### src/rtl/video_write_scheduler.sv
// video_write_scheduler: shadow buffer of displayed digit codes with per-position
// dirty tracking. Dirty positions are replayed to the video encoder as a
// two-step write (position phase, then code phase), one position at a time,
// in round-robin order from the scan pointer.
//
// Optional feature, enabled by defining VSCHED_TIMEOUT_EN: a WAIT-state
// watchdog of ACK_TIMEOUT cycles. On expiry the position is re-queued and the
// sticky err flag is raised. Without the macro, WAIT waits indefinitely and
// err is constant 0.
//
// Encoder handshake: vsel marks an encoder write cycle (addr2=0 carries the
// position, addr2=1 carries the code); pix_ack acts as the ready for the whole
// two-step write and is only sampled in WAIT, where one high cycle completes it.
module video_write_scheduler #(
  parameter int DEPTH       = 16,
  parameter int ACK_TIMEOUT = 64
) (
  input  logic       clk,
  input  logic       rst,
  input  logic       cpu_we,
  input  logic [4:0] cpu_pos,
  input  logic [4:0] cpu_code,
  input  logic       refresh_all,
  input  logic       pix_ack,
  output logic       vsel,
  output logic       addr2,
  output logic [4:0] vdata,
  output logic       busy,
  output logic       pending,
  output logic       err
);

  localparam int AW = (DEPTH > 2) ? $clog2(DEPTH) : 1;

  typedef enum logic [2:0] {
    S_IDLE = 3'd0,
    S_ADDR = 3'd1,
    S_DATA = 3'd2,
`ifdef VSCHED_TIMEOUT_EN
    S_WAIT = 3'd3,
    S_TOUT = 3'd4
`else
    S_WAIT = 3'd3
`endif
  } state_t;

  state_t           state;
  state_t           state_next;
  logic [4:0]       shadow [DEPTH];
  logic [DEPTH-1:0] dirty;
  logic [DEPTH-1:0] dirty_next;
  logic [4:0]       ptr;
  logic [4:0]       cur_pos;
  logic [4:0]       cur_code;
  logic             pending_q;
  logic             found;
  logic [4:0]       sel_pos;
  logic [5:0]       idx;
  logic             take;
  logic             cpu_hit;
  logic [5:0]       pos_inc;
  logic [4:0]       ptr_after;
  logic             vsel_d;
  logic             addr2_d;
  logic [4:0]       vdata_d;

  assign pending   = |dirty;
  assign busy      = (state != S_IDLE);
  assign cpu_hit   = cpu_we && (32'(cpu_pos) < DEPTH);
  assign pos_inc   = {1'b0, cur_pos} + 6'd1;
  assign ptr_after = (32'(pos_inc) >= DEPTH) ? 5'd0 : pos_inc[4:0];

  // Selection is gated by last cycle's pending so that writes landing in
  // back-to-back cycles are arbitrated together rather than first-come.
  assign take = (state == S_IDLE) && pending_q && found;

`ifdef VSCHED_TIMEOUT_EN
  localparam int TW = $clog2(ACK_TIMEOUT + 1);

  logic [TW-1:0] tcnt;
  logic          tcnt_done;
  logic          err_q;

  assign tcnt_done = (32'(tcnt) == ACK_TIMEOUT - 1);
  assign err       = err_q;

  // WAIT watchdog: held at zero outside WAIT, so it restarts on every entry
  always_ff @(posedge clk) begin
    if (rst || state != S_WAIT) tcnt <= '0;
    else                        tcnt <= tcnt + TW'(1);
  end

  // Sticky timeout flag, cleared only by reset
  always_ff @(posedge clk) begin
    if (rst)                  err_q <= 1'b0;
    else if (state == S_TOUT) err_q <= 1'b1;
  end
`else
  localparam int unused_ack_timeout = ACK_TIMEOUT;
  assign err = 1'b0;
`endif

  // Round-robin search: first dirty position at or after ptr, wrapping at DEPTH-1
  always_comb begin
    found   = 1'b0;
    sel_pos = '0;
    idx     = '0;
    for (int i = DEPTH - 1; i >= 0; i--) begin
      idx = {1'b0, ptr} + 6'(i);
      if (32'(idx) >= DEPTH) idx = idx - 6'(DEPTH);
      if (dirty[idx[AW-1:0]]) begin
        found   = 1'b1;
        sel_pos = idx[4:0];
      end
    end
  end

  // Dirty update: the CPU set is applied last so it wins over a same-cycle clear
  always_comb begin
    dirty_next = dirty;
    if (take) dirty_next[sel_pos[AW-1:0]] = 1'b0;
`ifdef VSCHED_TIMEOUT_EN
    if (state == S_TOUT) dirty_next[cur_pos[AW-1:0]] = 1'b1;
`endif
    if (refresh_all) dirty_next = '1;
    if (cpu_hit) dirty_next[cpu_pos[AW-1:0]] = 1'b1;
  end

  // Next-state decode
  always_comb begin
    state_next = state;
    case (state)
      S_IDLE: if (take) state_next = S_ADDR;
      S_ADDR: state_next = S_DATA;
      S_DATA: state_next = S_WAIT;
      S_WAIT: begin
        if (pix_ack) state_next = S_IDLE;
`ifdef VSCHED_TIMEOUT_EN
        else if (tcnt_done) state_next = S_TOUT;
`endif
      end
`ifdef VSCHED_TIMEOUT_EN
      S_TOUT: state_next = S_IDLE;
`endif
      default: state_next = S_IDLE;
    endcase
  end

  // Encoder outputs decoded from the next state; ADDR takes the position being
  // latched this cycle, since cur_pos only updates on the same edge
  always_comb begin
    vsel_d  = 1'b0;
    addr2_d = 1'b0;
    vdata_d = '0;
    case (state_next)
      S_ADDR: begin
        vsel_d  = 1'b1;
        vdata_d = sel_pos;
      end
      S_DATA: begin
        vsel_d  = 1'b1;
        addr2_d = 1'b1;
        vdata_d = cur_code;
      end
      default: ;
    endcase
  end

  // State register and registered encoder outputs
  always_ff @(posedge clk) begin
    if (rst) begin
      state <= S_IDLE;
      vsel  <= 1'b0;
      addr2 <= 1'b0;
      vdata <= '0;
    end else begin
      state <= state_next;
      vsel  <= vsel_d;
      addr2 <= addr2_d;
      vdata <= vdata_d;
    end
  end

  // Shadow buffer, dirty bits, scan pointer and the in-flight position/code
  always_ff @(posedge clk) begin
    if (rst) begin
      for (int i = 0; i < DEPTH; i++) shadow[i] <= '0;
      dirty     <= '0;
      ptr       <= '0;
      cur_pos   <= '0;
      cur_code  <= '0;
      pending_q <= 1'b0;
    end else begin
      pending_q <= pending;
      dirty     <= dirty_next;
      if (cpu_hit) shadow[cpu_pos[AW-1:0]] <= cpu_code;
      if (take) begin
        cur_pos  <= sel_pos;
        cur_code <= shadow[sel_pos[AW-1:0]];
      end
      if (state == S_WAIT && pix_ack) ptr <= ptr_after;
`ifdef VSCHED_TIMEOUT_EN
      if (state == S_TOUT) ptr <= ptr_after;
`endif
    end
  end

endmodule

### config.mk
export PLATFORM = sky130hd
export DESIGN_NAME = video_write_scheduler
export DESIGN_NICKNAME = d
export VERILOG_FILES = /design/src/rtl/video_write_scheduler.sv
export SDC_FILE = /design/constraint.sdc
export NUM_CORES = 1
export LEC_CHECK = 0
export CAP_MARGIN = 5
export CORE_MARGIN = 3
export CORE_UTILIZATION = 35
export DETAILED_ROUTE_END_ITERATION = 6
export SYNTH_ARGS = -nofsm -noshare
export SYNTH_HDL_FRONTEND = slang
export SYNTH_SLANG_ARGS = --single-unit
### constraint.sdc
create_clock -name clk -period 6.7 [get_ports clk]
set_clock_uncertainty 0.05 [all_clocks]
set_input_delay 1.34 -clock clk [delete_from_list [all_inputs] [get_ports clk]]
set_output_delay 1.34 -clock clk [all_outputs]
set_load 0.05 [all_outputs]
Yosys cells after proc, flatten, opt, wreduce, memory -nomap -nowiden
Memories as Yosys holds them, arrays and structs flattened. A register that Yosys moved wholly into a read port is not among the register bits.
Index checks and enable logic that the tools add are counted.
Widths: inputs -> output; s select.

word-level totals
  bits in registers = 37
  memory bits (writable) = 80
  input bits = 15
  output and inout port bits = 10
  logic and storage cells = 200
  memories kept = 1

operators by class
  add/subtract/negate cells = 32
  magnitude comparators = 38
  eq/ne operators = 5
  multiplexer cells = 102
  bitwise gates (word level) = 3
  reductions and logical operators = 11

memories
  memory  words  width  rd ports  clocked after Yosys merged registers in  write ports  RTL line  text
  shadow  16     5      1         1                                        16           49        logic [4:0] shadow [DEPTH];

operator list
  cell                 count
  $mux 5               34
  $ge 6x5->1 const B   16
  $lt 4x5->1 const B   18
  $sub 5x5->5 const B  16
  $bmux 1 s4           16
  $add 5x4->6 const B  8
  $mux 16              3
  $mux 1               42
  $add 5x3->6 const B  4
  $and 16x16->16       1
  $not 16->16          1
  $or 16x16->16        1
  $reduce_or 16->1     1
  $add 5x1->6 const B  2
  $add 5x2->6 const B  2
  $pmux 3 s4           1
  $pmux 5 s2           1
  $eq 3x2->1 const B   3
  $demux 1 s4          2
  $ge 4x1->1 const B   2
  $eq 3x1->1 const B   2
  $logic_and 1x1->1    6
  $mux 3               2
  $ge 5x5->1 const B   1
  6 further kinds      6

Longest topological paths before layout
Gate-level depths: netlist (run 1).

  depth after elaboration = 31
  depth in mapped cells = 21
  gate-level depth less buffers = 14

Worst setup path after synthesis (run 1)
Ideal clock, no wire load.

  path kind = register -> register
  from = register ptr[1]
  to = register dirty[9]
  setup time = 132 ps
  arrival = 4403 ps
  data required time = 6518 ps
  path slack = 2114 ps
  cell stages (with the launch flop) = 21
  buffers on the path = 7
  period minus slack after synthesis = 4586 ps
  cells stage by stage = dfxtp_1 -> buf_2 -> buf_2 -> buf_2 -> inv_1 -> ha_1 -> buf_4 -> buf_4 -> mux4_2 -> nand2_1 -> o21ai_2 -> mux2_2 -> or2_1 -> or4_1 -> o21ai_2 -> nor2_4 -> buf_8 -> buf_4 -> or3_1 -> o21ai_1 -> a21oi_1

on the way
  word-level cells in the longest chain between the ends = 31
  elaborated cells on any way between the ends = 139
  classes of those cells = 31 x add/sub; 18 x order compare; 85 x mux; 3 x bitwise; 2 x reduce/logical

RTL lines
  what                                                                   RTL line  text
  from (decl)                                                            52        logic [4:0] ptr;
  from (signal assigned)                                                 201       if (state == S_WAIT && pix_ack) ptr <= ptr_after;
  $add 5x4->6                                                            109       idx = {1'b0, ptr} + 6'(i);
  $sub 5x5->5 / $ge 6x5->1 (equally long branches)                       110       if (32'(idx) >= DEPTH) idx = idx - 6'(DEPTH);
  $mux 5                                                                 110
  $bmux 1 s4                                                             111       if (dirty[idx[AW-1:0]]) begin
  $mux 1 (not written as such)                                           111
  $mux 5 (16 in a row)                                                   111
  $lt 4x5->1 (not written as such) / $ge 4x1->1 (equally long branches)  121       if (take) dirty_next[sel_pos[AW-1:0]] = 1'b0;
  $logic_and 1x1->1 (not written as such)                                121
  $mux 1 (not written as such)                                           121
  $demux 1 s4                                                            121
  $not 16->16 (no line)                                                  n/a
  $and 16x16->16 (no line)                                               n/a
  $mux 16 (*)                                                            121
  $mux 16 (*)                                                            125       if (refresh_all) dirty_next = '1;
  $or 16x16->16 (no line)                                                n/a
  $mux 16 (*)                                                            126       if (cpu_hit) dirty_next[cpu_pos[AW-1:0]] = 1'b1;
  to (signal assigned)                                                   195       dirty <= dirty_next;
  to (decl)                                                              50        logic [DEPTH-1:0] dirty;

Mark *: on every way between the ends. The rest lies on a longest branch, timed or not. The select of a mux whose other input is x is not followed.
A chain may end at the register's enable or synchronous reset.

Worst setup path in the final report (run 1)
  from = register ptr[0]
  to = register cur_code[0], read port of shadow

on the way
  word-level cells in the longest chain between the ends = 22
  elaborated cells on any way between the ends = 128
  classes of those cells = 31 x add/sub; 16 x order compare; 80 x mux; 1 x reduce/logical

RTL lines
  what                                              RTL line  text
  $add 5x4->6                                       109
  $sub 5x5->5 / $ge 6x5->1 (equally long branches)  110
  $mux 5                                            110
  $bmux 1 s4                                        111
  $mux 1 (not written as such)                      111
  $mux 1 (16 in a row)                              111
  $logic_and 1x1->1                                 75        assign take = (state == S_IDLE) && pending_q && found;
  to (decl)                                         54        logic [4:0] cur_code;

Parallel ways exist; a longest one is shown, timed or not. The select of a mux whose other input is x is not followed.

==> results.py, run 1 <==
metrics = {
    "grt": {
        "antenna_found_initial": 0,
        "track_usage_pct": 18.18,
        "grt-ovfl-total": 0,
        "grt_pass1_vias": 6364,
        "grt_start_max_net_pins": 55,
        "grt_first_pass_wirelength_mm": 36.79,
    },
    "placed_design": {
        "io_buffers": 23,
        "place_congestion": 0.9453,
        "hpwl_mm": 16.83,
        "pre_cts_ws_ps": 1267,
    },
    "clock_tree": {
        "clk_latency_ps": 410,
        "cts_tree": "done",
        "cts_buffer_depth": 2,
        "clockRootBuffer": "clkbuf_16",
        "ctsHtreeMaxLevel": 4,
        "cts_setup_buffers": 0,
        "ctsResizeCount": 0,
        "cts_made_buffers": 17,
        "cts.sinks": 122,
        "hold_buffers": 0,
        "path_clk_slew_ps": 60,
    },
    "synth": {
        "ys.flop_type": "edfxtp_1",
        "synth.most_common_cell": "and2_1",
        "syn_avg_cell_area_um2": 9.916,
        "ys_ff_latch": 122,
        "synthMuxAreaShare_pct": 17.23,
        "synth_compound_area_share_pct": 15.96,
        "synth_xor_area_share_pct": 1.777,
        "netlist_top_cells_area": "edfxtp_1 (29%), dfxtp_1 (10%), mux4_2 (7.9%), mux2i_1 (6.9%), and2_1 (6.4%)",
        "synth_adder_area_share_pct": 1.958,
        "synth-async-reset-ratio_pct": 0,
        "yosysTopAreaCellShare_pct": 28.91,
        "synth_cells": 838,
        "yosysTopAreaCell": "edfxtp_1",
        "synth_simple_gate_area_share_pct": 19.86,
        "synthTopCellsByCount": "and2_1 (85), edfxtp_1 (80), nor2_1 (59), mux2i_1 (57), a21oi_1 (55)",
        "yosysWarnings": 0,
        "ys_types": 77,
        "ys_seq_area_share_pct": 39.03,
        "synth-edff-count": 80,
        "synth_top_family_by_area": "simple AND/OR/NAND/NOR gates",
        "synthesis.area_um2": 8309,
    },
    "worst_setup_path": {
        "worst_ep_required_time_ps": 6910,
        "cp_top_family": "compound AO/OA/AOI/OAI gates",
        "worstSetupPathType": "reg -> reg",
        "crit_arrival_ps": 5690,
        "crit_path_cell_trace": "inv_1 -> ha_1 -> buf_4 -> mux2_2 -> nor3_1 -> nor4_2 -> a22oi_1 -> nor3_1 -> o41ai_1 -> a2111oi_2 -> nor2_4 -> buf_4 -> mux2i_1 -> mux2i_1 -> a22oi_1 -> a311oi_1",
        "cp-start-kind": "register",
        "critical-path-slowest-cell": "ha_1",
        "worstSetupEndpointType": "register",
        "crit_path_max_fanout": 23,
        "worst-path-buf-inv": 3,
        "slowest_delay_ps": 750,
    },
    "sta": {
        "tightest_slew_ps": 1004,
        "tns_ps": 0,
        "fin_crit_ps": 5484,
        "slew-limit-headroom_pct": 33.09,
        "worst_slack_ps": 1216,
        "maxSlewViolCount": 0,
        "max_clock_freq_mhz": 182.4,
        "rsz0062_at_grt": "no",
        "min_period_over_period_pct": 81.85,
        "finalHoldViolations": 0,
        "fin_hold_ws_ps": 427.3,
        "setup_viol": 0,
    },
    "pwr": {
        "leakage_nw": 3.285,
        "seqPwrFrac_pct": 41.0,
        "total_power_mw": 2.143,
        "pwr-share-clk_pct": 44.3,
        "p_int_mw": 1.592,
        "p_per_area_nw_per_um2": 229.2,
        "switching_share_pct": 25.68,
        "peakVddDrop_mv": 0.1612,
        "p_comb_share_pct": 14.8,
        "power_switching_mw": 0.5502,
    },
    "detailed_routing": {
        "wirelength_mm": 23.65,
        "drtIter0Drc": 723,
        "ant_nets": 0,
        "route.met3.wl_mm": 1.532,
        "top_layer": "met4",
        "viasPerCell": 5.816,
        "dr_wl_met2_mm": 10.73,
        "dr_total_vias": 6752,
        "first_pass_iters": 7,
        "wirelength_met1_mm": 10.55,
        "routedWlPerCell_um": 20.37,
        "drc_errors": 0,
    },
    "cells_and_area": {
        "areaGrowthSynthToFinish_pct": 12.50,
        "multi_input_area_um2": 4726,
        "register_area_um2": 3244,
        "antenna_cells": 0,
        "nFillCells": 2264,
        "finish.net_count": 864,
        "drive_gt1_share_pct": 12.50,
    },
    "floorplan": {
        "ios": 25,
        "die_area_um2": 25630,
        "dieHeight_um": 160.1,
        "core_area_um2": 22980,
        "initial_core_util_pct": 36.15,
        "rows": 55,
        "die_w_um": 160.1,
    },
    "worst_hold_path": {
        "hold_class": "reg -> reg",
    },
    "run_status": {
        "outcome": "finished clean",
    },
    "flow_run": {
        "maxCapViolations": 0,
    },
}
[metrics by stage]
step	cells	cell area, um^2	util (%)
6_report	1161	9348	40.67
2_1_floorplan	839	8313	-
4_1_cts	1161	9348	40.67
5_1_grt	1161	9348	40.67
3_3_place_gp	1130	8741	38.03
3_5_place_dp	1130	8741	38.03
[layout make-up]
class,instances,area share [%]
clock inverters,11,1.820
multi-input cells,647,50.56
flip-flops and latches,122,34.71
clock buffers,20,4.671
repair buffers,39,3.694
inverters,9,0.3614
well taps,313,4.190
[power groups by stage]
stage	Clock [mW]	Sequential (mW)	Combinational [mW]
after global routing	0.993	0.882	0.340
final	0.948	0.878	0.317
after floorplan	0	0.876	0.233
after detailed placement	0	0.893	0.312
after global placement	0	0.891	0.312
after CTS	0.962	0.877	0.313
[cells in the final DEF, fill, tap and decap left out, types with 13 or more instances in the layout]
| master | netlist | routed |
|---|---|---|
| clkdlybuf4s50_1 | 0 | 22 |
| o21ai_0 | 33 | 33 |
| nor3_1 | 20 | 20 |
| mux4_2 | 29 | 29 |
| nor2b_1 | 15 | 15 |
| dfxtp_1 | 42 | 41 |
| ha_1 | 13 | 13 |
| mux2i_1 | 57 | 57 |
| edfxtp_1 | 80 | 80 |
| and2_1 | 85 | 85 |
| a21oi_1 | 55 | 55 |
| clkbuf_16 | 0 | 17 |
| nand2_1 | 47 | 47 |
| nor2_1 | 59 | 59 |
| buf_4 | 5 | 16 |
| nand3_1 | 31 | 31 |
[worst paths after layout]
check,from,endpoint,slack [ps],cells after the start
setup / recovery,ptr[0],cur_code[0],1220,16
hold / removal,cur_code[0],vdata[0],430,2
setup reg to reg,ptr[0],cur_code[0],1220,16
hold reg to reg,cur_code[0],vdata[0],430,2
[flip-flops by register name, indices dropped and copies added, names as in the netlist]
signal	flops
vdata	5
state	3
pending_q	1
ptr	5
cur_pos	5
addr2	1
dirty	16
shadow	80
cur_code	5
vsel	1
[kinds of logic (layout without fill, tap and decap cells)]
| family | Yosys count | count (layout) |
|---|---|---|
| AND/OR/NAND/NOR | 311 | 311 |
| AO/OA/AOI/OAI | 203 | 203 |
| flip-flops | 122 | 122 |
| multiplexers | 102 | 102 |
| buffers and inverters | 70 | 79 |
| XOR/XNOR | 16 | 16 |
| adder cells (fa/ha/maj) | 13 | 13 |
| other | 1 | 2 |
[worst register-to-register path: cells and delay by family (launching register included)]
family	cells	cell delay, ps
compound gates	5	1400
simple gates	4	1130
flops	1	320
fa+ha+maj	1	750
mux	3	770
buf+inv	3	910
[metal layers]
| metal | global-route usage [%] | up-vias |
|---|---|---|
| li1 | - | 3139 |
| met1 | 25.53 | 3276 |
| met2 | 27.88 | 280 |
| met3 | 3.061 | 57 |
| met4 | 7.377 | 0 |
| met5 | 0 | - |
Note: power is estimated with default switching activity, not from simulation.
==> run 2: changes to the inputs <==
==> constraint.sdc (replaced) <==
create_clock -name clk -period 5.1 [get_ports clk]
set_clock_uncertainty 0.05 [all_clocks]
set_input_delay 1.02 -clock clk [delete_from_list [all_inputs] [get_ports clk]]
set_output_delay 1.02 -clock clk [all_outputs]
set_load 0.05 [all_outputs]
==> run 2 against run 1 <==
Compared with the run above: hold slack better by 15 ps; largest cell class unchanged; total power increased by 30%; die area unchanged; sequential power is 31% higher; register-to-register slack worse by 750 ps; maximum frequency increased by 18%; wire length rose by 3.1%; first-iteration DRC count is 2.9% higher; sequential share of layout area decreased by 0.52 points.
==> results.py, run 2 (synthesis results as in run 1) <==
metrics = {
    "worst_setup_path": {
        "worstSetupPathType": "reg -> reg",
        "crit_end": "cur_code[4]",
        "cp-startpoint": "ptr[1]",
        "crit_path_max_fanout": 23,
        "crit_arrival_ps": 4900,
        "critical-path-slowest-cell": "ha_2",
        "crit_path_cell_trace": "inv_1 -> ha_2 -> buf_4 -> mux2_2 -> nor3_1 -> nor4_2 -> a22oi_1 -> nor3_1 -> o41ai_1 -> a2111oi_2 -> nor2_4 -> buf_4 -> buf_4 -> mux2i_1 -> nor3b_1 -> o21ai_0 -> a311oi_1",
        "worst-r2r-cell-count": 17,
        "worstSetupEndpointType": "register",
        "r2r-end": "cur_code[4]",
        "slowest_delay_ps": 510,
        "cp-start-kind": "register",
        "r2r-start": "ptr[1]",
        "r2r_slack_ps": 460,
        "crit_top_cell": "buf_4",
        "worst_ep_required_time_ps": 5360,
    },
    "sta": {
        "finalHoldViolations": 0,
        "slew-limit-headroom_pct": 42.55,
        "min_period_over_period_pct": 90.95,
        "maxSlewViolCount": 0,
        "fin_hold_ws_ps": 442.0,
        "setup_viol": 0,
        "rsz0062_at_grt": "no",
        "max_clock_freq_mhz": 215.6,
        "tns_ps": 0,
        "tightest_slew_ps": 837.8,
        "fin_crit_ps": 4638,
    },
    "clock_tree": {
        "cts_tree": "done",
        "path_clk_slew_ps": 50,
        "clk_latency_ps": 420,
        "cts.sinks": 122,
        "ctsHtreeMaxLevel": 4,
        "clockRootBuffer": "clkbuf_16",
        "cts_buffer_depth": 2,
        "cts_setup_buffers": 0,
        "hold_buffers": 0,
        "cts_made_buffers": 17,
        "ctsResizeCount": 0,
    },
    "placed_design": {
        "io_buffers": 23,
        "placed_cells": 1149,
        "place_congestion": 0.9914,
        "hpwl_mm": 17.59,
    },
    "cells_and_area": {
        "top_register": "shadow",
        "layout_common_cells": "and2_1 (85), edfxtp_1 (80), nor2_1 (59)",
        "layout_commonest_cell": "and2_1",
        "finish.net_count": 883,
        "multi_input_area_um2": 4738,
        "register_area_um2": 3244,
        "drive_gt1_share_pct": 15.09,
        "antenna_cells": 0,
        "largest_reg_flops": 80,
        "areaGrowthSynthToFinish_pct": 14.20,
        "stdcell_count": 1181,
        "reg.largest.list": "shadow: 80 flops, dirty: 16 flops",
        "nFillCells": 2274,
    },
    "detailed_routing": {
        "routedWlPerCell_um": 20.64,
        "drc_errors": 0,
        "wirelength_mm": 24.38,
        "dr_total_vias": 6801,
        "first_pass_iters": 5,
        "drtIter0Drc": 744,
        "viasPerCell": 5.759,
        "ant_nets": 0,
    },
    "grt": {
        "antenna_found_initial": 0,
        "grt_start_max_net_pins": 42,
        "grt_first_pass_wirelength_mm": 38.30,
        "track_usage_pct": 18.92,
        "grt_pass1_vias": 6569,
        "grt-ovfl-total": 0,
    },
    "pwr": {
        "leakage_nw": 3.366,
        "peakVddDrop_mv": 0.2148,
        "p_per_area_nw_per_um2": 292.4,
    },
    "run_status": {
        "outcome": "finished clean",
    },
    "flow_run": {
        "maxCapViolations": 0,
    },
    "floorplan": {
        "ios": 25,
        "die_area_um2": 25630,
        "rows": 55,
        "die_w_um": 160.1,
        "core_area_um2": 22980,
        "initial_core_util_pct": 36.15,
        "dieHeight_um": 160.1,
    },
    "worst_hold_path": {
        "hold_class": "reg -> reg",
    },
}
run 2: how the worst min path moves through the flow:
stage / startpoint / to / slack (ps) / cells past startpoint
global route: cur_pos[1] / cur_pos[1] / 470 / 2
detailed placement: cur_pos[1] / cur_pos[1] / 440 / 2
CTS: cur_pos[1] / cur_pos[1] / 450 / 2
floorplan: cur_code[4] / vdata[4] / 370 / 2
global placement: cur_pos[1] / cur_pos[1] / 440 / 2
finish: cur_pos[1] / cur_pos[1] / 440 / 2
run 2: area by class of cell:
type	instances	share of cell area (%)
Clock buffer	18	4.523
Inverter	9	0.3560
Sequential cell	122	34.19
Multi-Input combinational cell	647	49.93
Timing Repair Buffer	58	5.182
Clock inverter	14	1.688
Tap cell	313	4.127
run 2: through the flow:
step | util, % | worst slack [ps] | power (mW) | area [um^2]
finish | 41.28 | 461.7 | 2.775 | 9489
global route | 41.28 | 28.70 | 2.880 | 9489
CTS | 41.24 | 303.9 | 2.786 | 9479
detailed placement | 38.68 | 336.7 | 1.587 | 8890
global placement | 38.68 | 392.1 | 1.586 | 8890
floorplan | - | 514.4 | 1.456 | 8313
run 2: per-layer routing:
| metal | GRT usage, % | share of wire (%) | routed length (um) | vias up |
|---|---|---|---|---|
| met1 | 25.22 | 43 | 10470 | 3305 |
| met5 | 0 | 0 | 0 | - |
| li1 | - | - | - | 3177 |
| met4 | 5.878 | 2.5 | 607 | 0 |
| met2 | 31.29 | 49 | 11850 | 263 |
| met3 | 3.476 | 6.0 | 1452 | 56 |
run 2: worst max-delay path: cells and delay by family, from the launching register on:
family,cells,cell delay (ps)
adders and majority gates,1,510
AOI/OAI and AO/OA,5,1420
buffers and inverters,4,960
muxes,2,460
DFF,1,330
and+or+nand+nor,5,810
run 2: where the power goes:
part | internal, mW | switching [mW]
sequential | 1.11 | 0.0469
clock | 0.731 | 0.471
combinational | 0.174 | 0.246
